[src/rtl/target_coord_gen_pkg.sv]
// target_coord_gen_pkg: shared LFSR constants and helpers for the coordinate generator.
//   LFSR_W        : LFSR width (24)
//   LFSR_TAPS     : feedback mask for taps 24,23,22,17 (bit positions 23,22,21,16)
//   ZERO_SEED_SUB : value substituted for an all-zero seed (zero would lock the LFSR)
package target_coord_gen_pkg;
  localparam int LFSR_W = 24;
  localparam logic [LFSR_W-1:0] LFSR_TAPS = 24'hE10000;
  localparam logic [LFSR_W-1:0] ZERO_SEED_SUB = 24'h000001;
  function automatic logic [LFSR_W-1:0] lfsr_next(input logic [LFSR_W-1:0] l);
    return {l[LFSR_W-2:0], ^(l & LFSR_TAPS)};
  endfunction
  function automatic logic [LFSR_W-1:0] fix_seed(input logic [LFSR_W-1:0] s);
    return (s == '0) ? ZERO_SEED_SUB : s;
  endfunction
endpackage

[src/rtl/target_coord_gen_fifo.sv]
// coord_fifo: DEPTH-entry first-in-first-out buffer with flush, zeroed head when empty.
//   clk, rst_n (async active-low), flush_i (clears occupancy, has priority),
//   push_i/din_i (write, honoured when not full or when popping the same cycle),
//   pop_i (ignored when empty), dout_o (head entry, 0 when empty), full_o, empty_o, count_o.
module coord_fifo #(
  parameter int WIDTH = 19,
  parameter int DEPTH = 4
) (
  input  logic                       clk,
  input  logic                       rst_n,
  input  logic                       flush_i,
  input  logic                       push_i,
  input  logic                       pop_i,
  input  logic [WIDTH-1:0]           din_i,
  output logic [WIDTH-1:0]           dout_o,
  output logic                       full_o,
  output logic                       empty_o,
  output logic [$clog2(DEPTH+1)-1:0] count_o
);
  localparam int AW = $clog2(DEPTH);
  localparam int CW = $clog2(DEPTH+1);
  logic [WIDTH-1:0] mem_q [DEPTH];
  logic [AW-1:0] wr_q, wr_d, rd_q, rd_d;
  logic [CW-1:0] cnt_q, cnt_d;
  logic do_push, do_pop;
  assign empty_o = cnt_q == '0;
  assign full_o = cnt_q == CW'(DEPTH);
  assign do_pop = pop_i && !empty_o && !flush_i;
  assign do_push = push_i && !flush_i && (!full_o || do_pop);
  always_comb begin
    wr_d = flush_i ? '0 : wr_q + AW'(do_push);
    rd_d = flush_i ? '0 : rd_q + AW'(do_pop);
    cnt_d = flush_i ? '0 : cnt_q + CW'(do_push) - CW'(do_pop);
  end
  always_ff @(posedge clk or negedge rst_n) begin
    if (!rst_n) begin
      wr_q <= '0;
      rd_q <= '0;
      cnt_q <= '0;
    end else begin
      wr_q <= wr_d;
      rd_q <= rd_d;
      cnt_q <= cnt_d;
    end
  end
  always_ff @(posedge clk) begin
    if (do_push) mem_q[wr_q] <= din_i;
  end
  assign dout_o = empty_o ? '0 : mem_q[rd_q];
  assign count_o = cnt_q;
endmodule

[src/rtl/target_coord_gen.sv]
// target_coord_gen: LFSR-driven random (x,y,id) target generator feeding a prefetch FIFO.
//   clk, reset (async active-low), seed_ld/seed_in (reseed LFSR and flush FIFO),
//   out_ready (consumer takes head), out_valid/out_x/out_y/out_id (FIFO head), count (occupancy).
//   Optional macro TARGET_COORD_GEN_SPACING_EN: reject candidates closer than MIN_DIST
//   (Manhattan) to the last accepted coordinate.
module target_coord_gen
  import target_coord_gen_pkg::*;
#(
  parameter int               X_W      = 9,
  parameter int               Y_W      = 8,
  parameter int               X_MAX    = 304,
  parameter int               Y_MAX    = 214,
  parameter int               ID_W     = 2,
  parameter int               DEPTH    = 4,
  parameter logic [LFSR_W-1:0] SEED    = 24'h00ACE1,
  parameter int               MIN_DIST = 40
) (
  input  logic                       clk,
  input  logic                       reset,
  input  logic                       seed_ld,
  input  logic [LFSR_W-1:0]          seed_in,
  input  logic                       out_ready,
  output logic                       out_valid,
  output logic [X_W-1:0]             out_x,
  output logic [Y_W-1:0]             out_y,
  output logic [ID_W-1:0]            out_id,
  output logic [$clog2(DEPTH+1)-1:0] count
);
  localparam int EW = X_W + Y_W + ID_W;
  logic [LFSR_W-1:0] lfsr_q, lfsr_d;
  logic [X_W-1:0] cand_x;
  logic [Y_W-1:0] cand_y;
  logic [ID_W-1:0] cand_id;
  logic [EW-1:0] head;
  logic in_range, spaced, full, empty, pop, accept;
  assign cand_x = lfsr_q[X_W-1:0];
  assign cand_y = lfsr_q[X_W+Y_W-1:X_W];
  assign cand_id = lfsr_q[LFSR_W-1 -: ID_W];
  assign in_range = (int'(cand_x) <= X_MAX) && (int'(cand_y) <= Y_MAX);
  assign pop = out_valid && out_ready;
  // A full FIFO still accepts when the head leaves in the same cycle.
  assign accept = !seed_ld && in_range && spaced && (!full || pop);
  assign lfsr_d = seed_ld ? fix_seed(seed_in) : lfsr_next(lfsr_q);
  always_ff @(posedge clk or negedge reset) begin
    if (!reset) lfsr_q <= fix_seed(SEED);
    else lfsr_q <= lfsr_d;
  end
`ifdef TARGET_COORD_GEN_SPACING_EN
  logic [X_W-1:0] last_x_q, dx;
  logic [Y_W-1:0] last_y_q, dy;
  assign dx = (cand_x >= last_x_q) ? cand_x - last_x_q : last_x_q - cand_x;
  assign dy = (cand_y >= last_y_q) ? cand_y - last_y_q : last_y_q - cand_y;
  assign spaced = (int'(dx) + int'(dy)) >= MIN_DIST;
  always_ff @(posedge clk or negedge reset) begin
    if (!reset) begin
      last_x_q <= '0;
      last_y_q <= '0;
    end else if (seed_ld) begin
      last_x_q <= '0;
      last_y_q <= '0;
    end else if (accept) begin
      last_x_q <= cand_x;
      last_y_q <= cand_y;
    end
  end
`else
  assign spaced = 1'b1;
`endif
  coord_fifo #(.WIDTH(EW), .DEPTH(DEPTH)) u_fifo (
    .clk     (clk),
    .rst_n   (reset),
    .flush_i (seed_ld),
    .push_i  (accept),
    .pop_i   (out_ready),
    .din_i   ({cand_x, cand_y, cand_id}),
    .dout_o  (head),
    .full_o  (full),
    .empty_o (empty),
    .count_o (count)
  );
  assign out_valid = !empty;
  assign {out_x, out_y, out_id} = head;
endmodule
[config.mk]
export PLATFORM = sky130hd
export DESIGN_NAME = target_coord_gen
export DESIGN_NICKNAME = d
export VERILOG_FILES = /design/src/rtl/target_coord_gen_pkg.sv /design/src/rtl/target_coord_gen_fifo.sv /design/src/rtl/target_coord_gen.sv
export SDC_FILE = /design/constraint.sdc
export NUM_CORES = 1
export LEC_CHECK = 0
export ABC_AREA = 1
export BUFFER_PORTS_ARGS = -buffer_cell sky130_fd_sc_hd__buf_2
export CAP_MARGIN = 15
export CELL_PAD_IN_SITES_DETAIL_PLACEMENT = 0
export CELL_PAD_IN_SITES_GLOBAL_PLACEMENT = 1
export CORE_AREA = 2 2 113 104
export CTS_CLUSTER_DIAMETER = 50
export DETAILED_ROUTE_END_ITERATION = 8
export DIE_AREA = 0 0 115 106
export PLACE_DENSITY = 0.75
export SETUP_SLACK_MARGIN = 0.3
export SYNTH_ARGS = -nofsm -noshare
export SYNTH_HDL_FRONTEND = slang
export SYNTH_SLANG_ARGS = --single-unit
[constraint.sdc]
create_clock -name clk -period 2.1 [get_ports clk]
set_input_delay 0.42 -clock clk [delete_from_list [all_inputs] [get_ports clk]]
set_output_delay 0.42 -clock clk [all_outputs]
set_load 0.01 [all_outputs]
=== After elaboration in Yosys (flattened, before gate mapping) ===
Memory sizes are Yosys's and may differ from the RTL's.
Cells that the tools add are included.

* Bits in registers: 31
* Output and inout port bits: 23
* Memories kept: 1
* Input port bits: 28
* Word-level logic and storage cells: 35
* Memory bits (writable): 76
* ROM bits: 0
* Bits in latches: 0

* Reductions and logical operators: 15
* Bitwise gates (word level): 0
* Add/sub/neg operators: 4
* Multiply operators: 0
* Magnitude comparators: 2
* Multiplexer cells: 8
* Divide/modulo/power cells: 0
* Shift operators: 0
* Equal/unequal tests: 1

{| class="wikitable"
|+ Memories
! memory !! depth !! bits a word !! rd ports !! clocked after memory_dff !! wr ports !! RTL line !! text
|-
| u_fifo.mem_q || 4 || 19 || 1 || 0 || 1 || target_coord_gen_fifo.sv:22 || <nowiki>logic [WIDTH-1:0] mem_q [DEPTH];</nowiki>
|}

{| class="wikitable"
|+ Operators with widths
! cell !! count
|-
| 2-to-1 mux 24 bit || 2
|-
| zero test 24 bit || 1
|-
| XOR reduction 24 bit || 1
|-
| 2-to-1 mux 19 bit || 1
|-
| less-or-equal comparator 9 bit (second input constant) || 1
|-
| less-or-equal comparator 8 bit (second input constant) || 1
|-
| logical AND 1 bit || 7
|-
| adder 2 x 1 -> 2 bit || 2
|-
| 2-to-1 mux 2 bit || 2
|-
| adder 3 x 1 -> 3 bit || 1
|-
| equality test 3 bit (second input constant) || 1
|-
| zero test 1 bit || 3
|-
| zero test 3 bit || 1
|-
| 2-to-1 mux 3 bit || 1
|-
| subtractor 3 x 1 -> 3 bit || 1
|-
| logical OR 1 bit || 2
|-
| 2-to-1 mux 1 bit || 2
|}

=== Logic depth before layout (Yosys ltp) ===
* Depth after elaboration: 10
* Mapped depth: 12
* Depth with buffers taken out: 12

=== By module ===
From an unflattened synthesis, not the netlist that was laid out.

* Cell total of the unflattened synthesis: 511
* Area total of the unflattened synthesis: 4,782.1 µm²

{| class="wikitable"
|+ Modules (own cells, without submodules)
! module !! instances !! area each (µm²) !! sequential area each (µm²) !! cells an instance
|-
| coord_fifo || 1 || 3,673.5 || 2,457.4 || 360
|-
| target_coord_gen || 1 || 1,108.6 || 610.6 || 151
|}

=== Worst setup path before layout ===
OpenSTA, ideal clock, no wires.

* Kind: input to register
* From: input port seed_ld
* To: register u_fifo.cnt_q[2], in the netlist u_fifo.count_o[2]
* Buffers on the path: 2
* Arrival: 2,034 ps
* Setup slack: -66 ps
* Required time: 1,968 ps
* Stages: 10
* Setup time: 132 ps
* Path through: buf_2 clkbuf_1 nor3_1 ha_1 inv_1 ha_1 inv_1 fa_1 xor2_1 nor2_1

* Word-level cells in the longest chain between the ends: 8
* Elaborated cells on any way between the ends: 10
* Classes of those cells: add/sub: 2; mux: 1; reduce/logical: 7

{| class="wikitable"
|+ Ends and longest elaborated chain
! item !! RTL line !! text
|-
| start, declared || target_coord_gen.sv:20 || <nowiki>input logic seed_ld,</nowiki>
|-
| zero test 1 bit || target_coord_gen_fifo.sv:28, target_coord_gen_fifo.sv:29, target_coord_gen.sv:42 ||
|-
| logical AND 1 bit (2 in a row) || target_coord_gen.sv:42 || <nowiki>assign accept = !seed_ld && in_range && spaced && (!full || pop);</nowiki>
|-
| logical AND 1 bit (2 in a row) || target_coord_gen_fifo.sv:29 || <nowiki>assign do_push = push_i && !flush_i && (!full_o || do_pop);</nowiki>
|-
| adder 3 x 1 -> 3 bit || target_coord_gen_fifo.sv:33 || <nowiki>cnt_d = flush_i ? '0 : cnt_q + CW'(do_push) - CW'(do_pop);</nowiki>
|-
| subtractor 3 x 1 -> 3 bit || target_coord_gen_fifo.sv:33 ||
|-
| 2-to-1 mux 3 bit * || target_coord_gen_fifo.sv:33 ||
|-
| named net u_fifo.cnt_d[2] || target_coord_gen_fifo.sv:24 || <nowiki>logic [CW-1:0] cnt_q, cnt_d;</nowiki>
|-
| end signal, assigned || target_coord_gen_fifo.sv:43 || <nowiki>cnt_q <= cnt_d;</nowiki>
|-
| end, declared || target_coord_gen_fifo.sv:24 ||
|}

The timed path passes the listed nets; every way through them passes the cells marked *.

=== Worst setup path in the final report ===
* From: register u_fifo.rd_q[0]
* To: output port out_x[8]

* Word-level cells in the longest chain between the ends: 2

{| class="wikitable"
|+ Ends and longest elaborated chain
! item !! RTL line !! text
|-
| start, declared || target_coord_gen_fifo.sv:23 || <nowiki>logic [AW-1:0] wr_q, wr_d, rd_q, rd_d;</nowiki>
|-
| start signal, assigned || target_coord_gen_fifo.sv:42 || <nowiki>rd_q <= rd_d;</nowiki>
|-
| memory read (4 x 19 bit) || - ||
|-
| 2-to-1 mux 19 bit || target_coord_gen_fifo.sv:49 || <nowiki>assign dout_o = empty_o ? '0 : mem_q[rd_q];</nowiki>
|-
| end, declared || target_coord_gen.sv:24 || <nowiki>output logic [X_W-1:0] out_x,</nowiki>
|}

Every way passes these cells.

==> results_dict.tcl <==
set metrics [dict create \
    critPathKind "register to output port" \
    vias_per_cell 4.94 \
    synth.top_cells.by_area "edfxtp_1 51%, dfrtp_1 13%, nor2_1 8.8%" \
    clock_path_buffers 2 \
    start_util_pct 39.9 \
    die_w_um 115 \
    htreeDepth 3 \
    finalClockSkew_ns 0.00620 \
    coreArea_um2 11100 \
    drtAntennaViolNets 0 \
    antenna_found_initial 0 \
    timing.fmax_ghz 0.490 \
    synth.most_common_cell "nor2_1" \
    io_buffers 50 \
    start_kind "register" \
    grt_overflow 0 \
    path_clk_slew_ns 0.07 \
    insertion_delay_ns 0.33 \
    place_congestion 0.756 \
    min_period_over_period_pct 97.1 \
    worstHoldPathType "input port to asynchronous set/reset pin" \
    avgSynthCellArea_um2 10.7 \
    timing.hold.ws_ns 0.128 \
    die_area_um2 12200 \
    syn_area_um2 4440 \
    vias 3162 \
    antenna_cells 0 \
    hpwl_um 6200 \
    area_growth_pct 30.9 \
    drt_iter0_markers 227 \
    yosys_most_used_dff "edfxtp_1" \
    seqCellArea_um2 3070 \
    drt_pass1_iterations 5 \
    critPathRequiredTime_ns 1.68 \
    wl_um 10800 \
    numCtsBuffers 9 \
    relSlewSlack_pct 52.3 \
    p_leak_nw 2.41 \
    grt_start_max_net_pins 33 \
    period_minus_slack_ns 2.04 \
    synth_common_cells "104 x nor2_1, 76 x edfxtp_1, 67 x nand2_1" \
    cts_tree "done" \
    path_max_fanout 6 \
    remaining_drc_errors 0 \
    multi_input_area_um2 1270 \
    drt-wirelength-per-cell_um 16.9 \
    ff2ff_setup_slack_ns 0.11 \
    io_pins 51 \
    finalHoldViolations 0 \
    grt_first_pass_wirelength_um 15000 \
    yosysUniqueCellTypes 23 \
    hold_buffers 0 \
    endpoint_kind "output port" \
    row_count 37 \
    ir_drop_mv 0.648 \
    syn_nets 446 \
    power_density_nw_per_um2 1090 \
    die_h_um 106 \
    synth_seq_cells 107 \
    slew_viol_final 0 \
    async_flop_share_pct 29.0 \
    synth_cells 413 \
    fillCellCount 983 \
    drive_above_1_share_pct 30.8 \
    power.total_mw 6.31 \
    grtUsageTotal_pct 16.2 \
    seq_area_frac_synth_pct 69.1 \
    cts.sinks 107 \
    setup_viol 0 \
    yosys_warnings 0 \
    rsz0062_at_grt "yes" \
    synth-edff-count 76 \
    tightest_slew_ns 0.716 \
    cts_root_buf "clkbuf_16" \
    yosysTopAreaCell "edfxtp_1" \
    arrival_ns 1.62 \
    status "completed" \
    synthDominantCellAreaShare_pct 51.4 \
    grt_pass1_vias 2955 \
    fin_nets 532 \
    drv_cap 0 \
]
## worst paths after layout
path                                         from                 to  depth (start not counted)
worst max-delay path               u_fifo.rd_q[0]           out_x[8]                          6
worst min-delay path                        reset         lfsr_q[21]                          1
worst max register to register  u_fifo.count_o[0]  u_fifo.count_o[1]                          8
worst min register to register         lfsr_q[20]         lfsr_q[21]                          2
max in group asynchronous                   reset  u_fifo.count_o[0]                          1
min in group clk                      seed_in[23]         lfsr_q[23]                          3
## flip-flops by register name (all words and copies together), names as in the netlist
name	flops
lfsr_q	24
u_fifo.count_o	3
u_fifo.mem_q	76
u_fifo.rd_q	2
u_fifo.wr_q	2
## what timing repair did
item	CTS	global route
resized for setup	13	52
setup buffers	1	17
cloned	0	9
endpoints found under the setup margin	22	98
pin swaps	6	19
## power by group
group	internal (mW)	leakage, nW	total (mW)	switching, mW
Sequential	2.48	1.06	2.61	0.126
Clock	1.05	0.156	1.80	0.743
Combinational	0.849	1.19	1.90	1.05
## metrics by stage
step           TNS, ns  worst slack (ns)  util (%)  cell area [um^2]  cells
4_1_cts              0             0.106      48.0              5330    614
3_3_place_gp         0             0.115      44.6              4950    597
3_5_place_dp         0            0.0138      44.6              4950    597
6_report             0            0.0610      52.3              5810    640
2_1_floorplan        0            0.0421         -              4480    413
5_1_grt        -0.0236           -0.0236      52.3              5810    640
## layer usage
metal | wire length (um) | GRT usage [%] | up-vias
met1 | 4760 | 21.6 | 1516
met3 | 582 | 2.62 | 12
met4 | 125 | 4.39 | 0
met5 | 0 | 0 | -
met2 | 5360 | 27.5 | 95
li1 | - | - | 1539
## cell families after synthesis
| group | share of synthesized area [%] |
|---|---|
| buffers and inverters | 4.77 |
| AO/OA/AOI/OAI | 8.04 |
| XOR/XNOR | 0.987 |
| AND/OR/NAND/NOR | 15.5 |
| adder cells (fa/ha/maj) | 1.58 |
| flip-flops | 69.1 |
## placed cells by master (no fill, tap or decap), types with 18 or more instances in the layout
cell type	instances
a21oi_1	20
o21ai_0	22
nand2_1	67
inv_1	21
buf_2	50
nor2_1	83
edfxtp_1	76
buf_4	19
o21ai_1	27
dfrtp_1	18
## final cells by class
type,instances,area share [%]
sequential,107,53.0
multi-input combinational,261,21.9
timing repair buffer,94,14.7
clock buffer,9,3.88
tap,136,2.93
inverter,26,1.94
clock inverter,7,1.70
## critical path: stages (launching register included)
cell	delay [ns]
dfrtp_2	0.39
buf_4	0.15
clkinv_8	0.09
buf_4	0.15
o21ai_0	0.25
a21oi_2	0.11
buf_2	0.15
No activity file was read; power rests on OpenSTA's default activity.
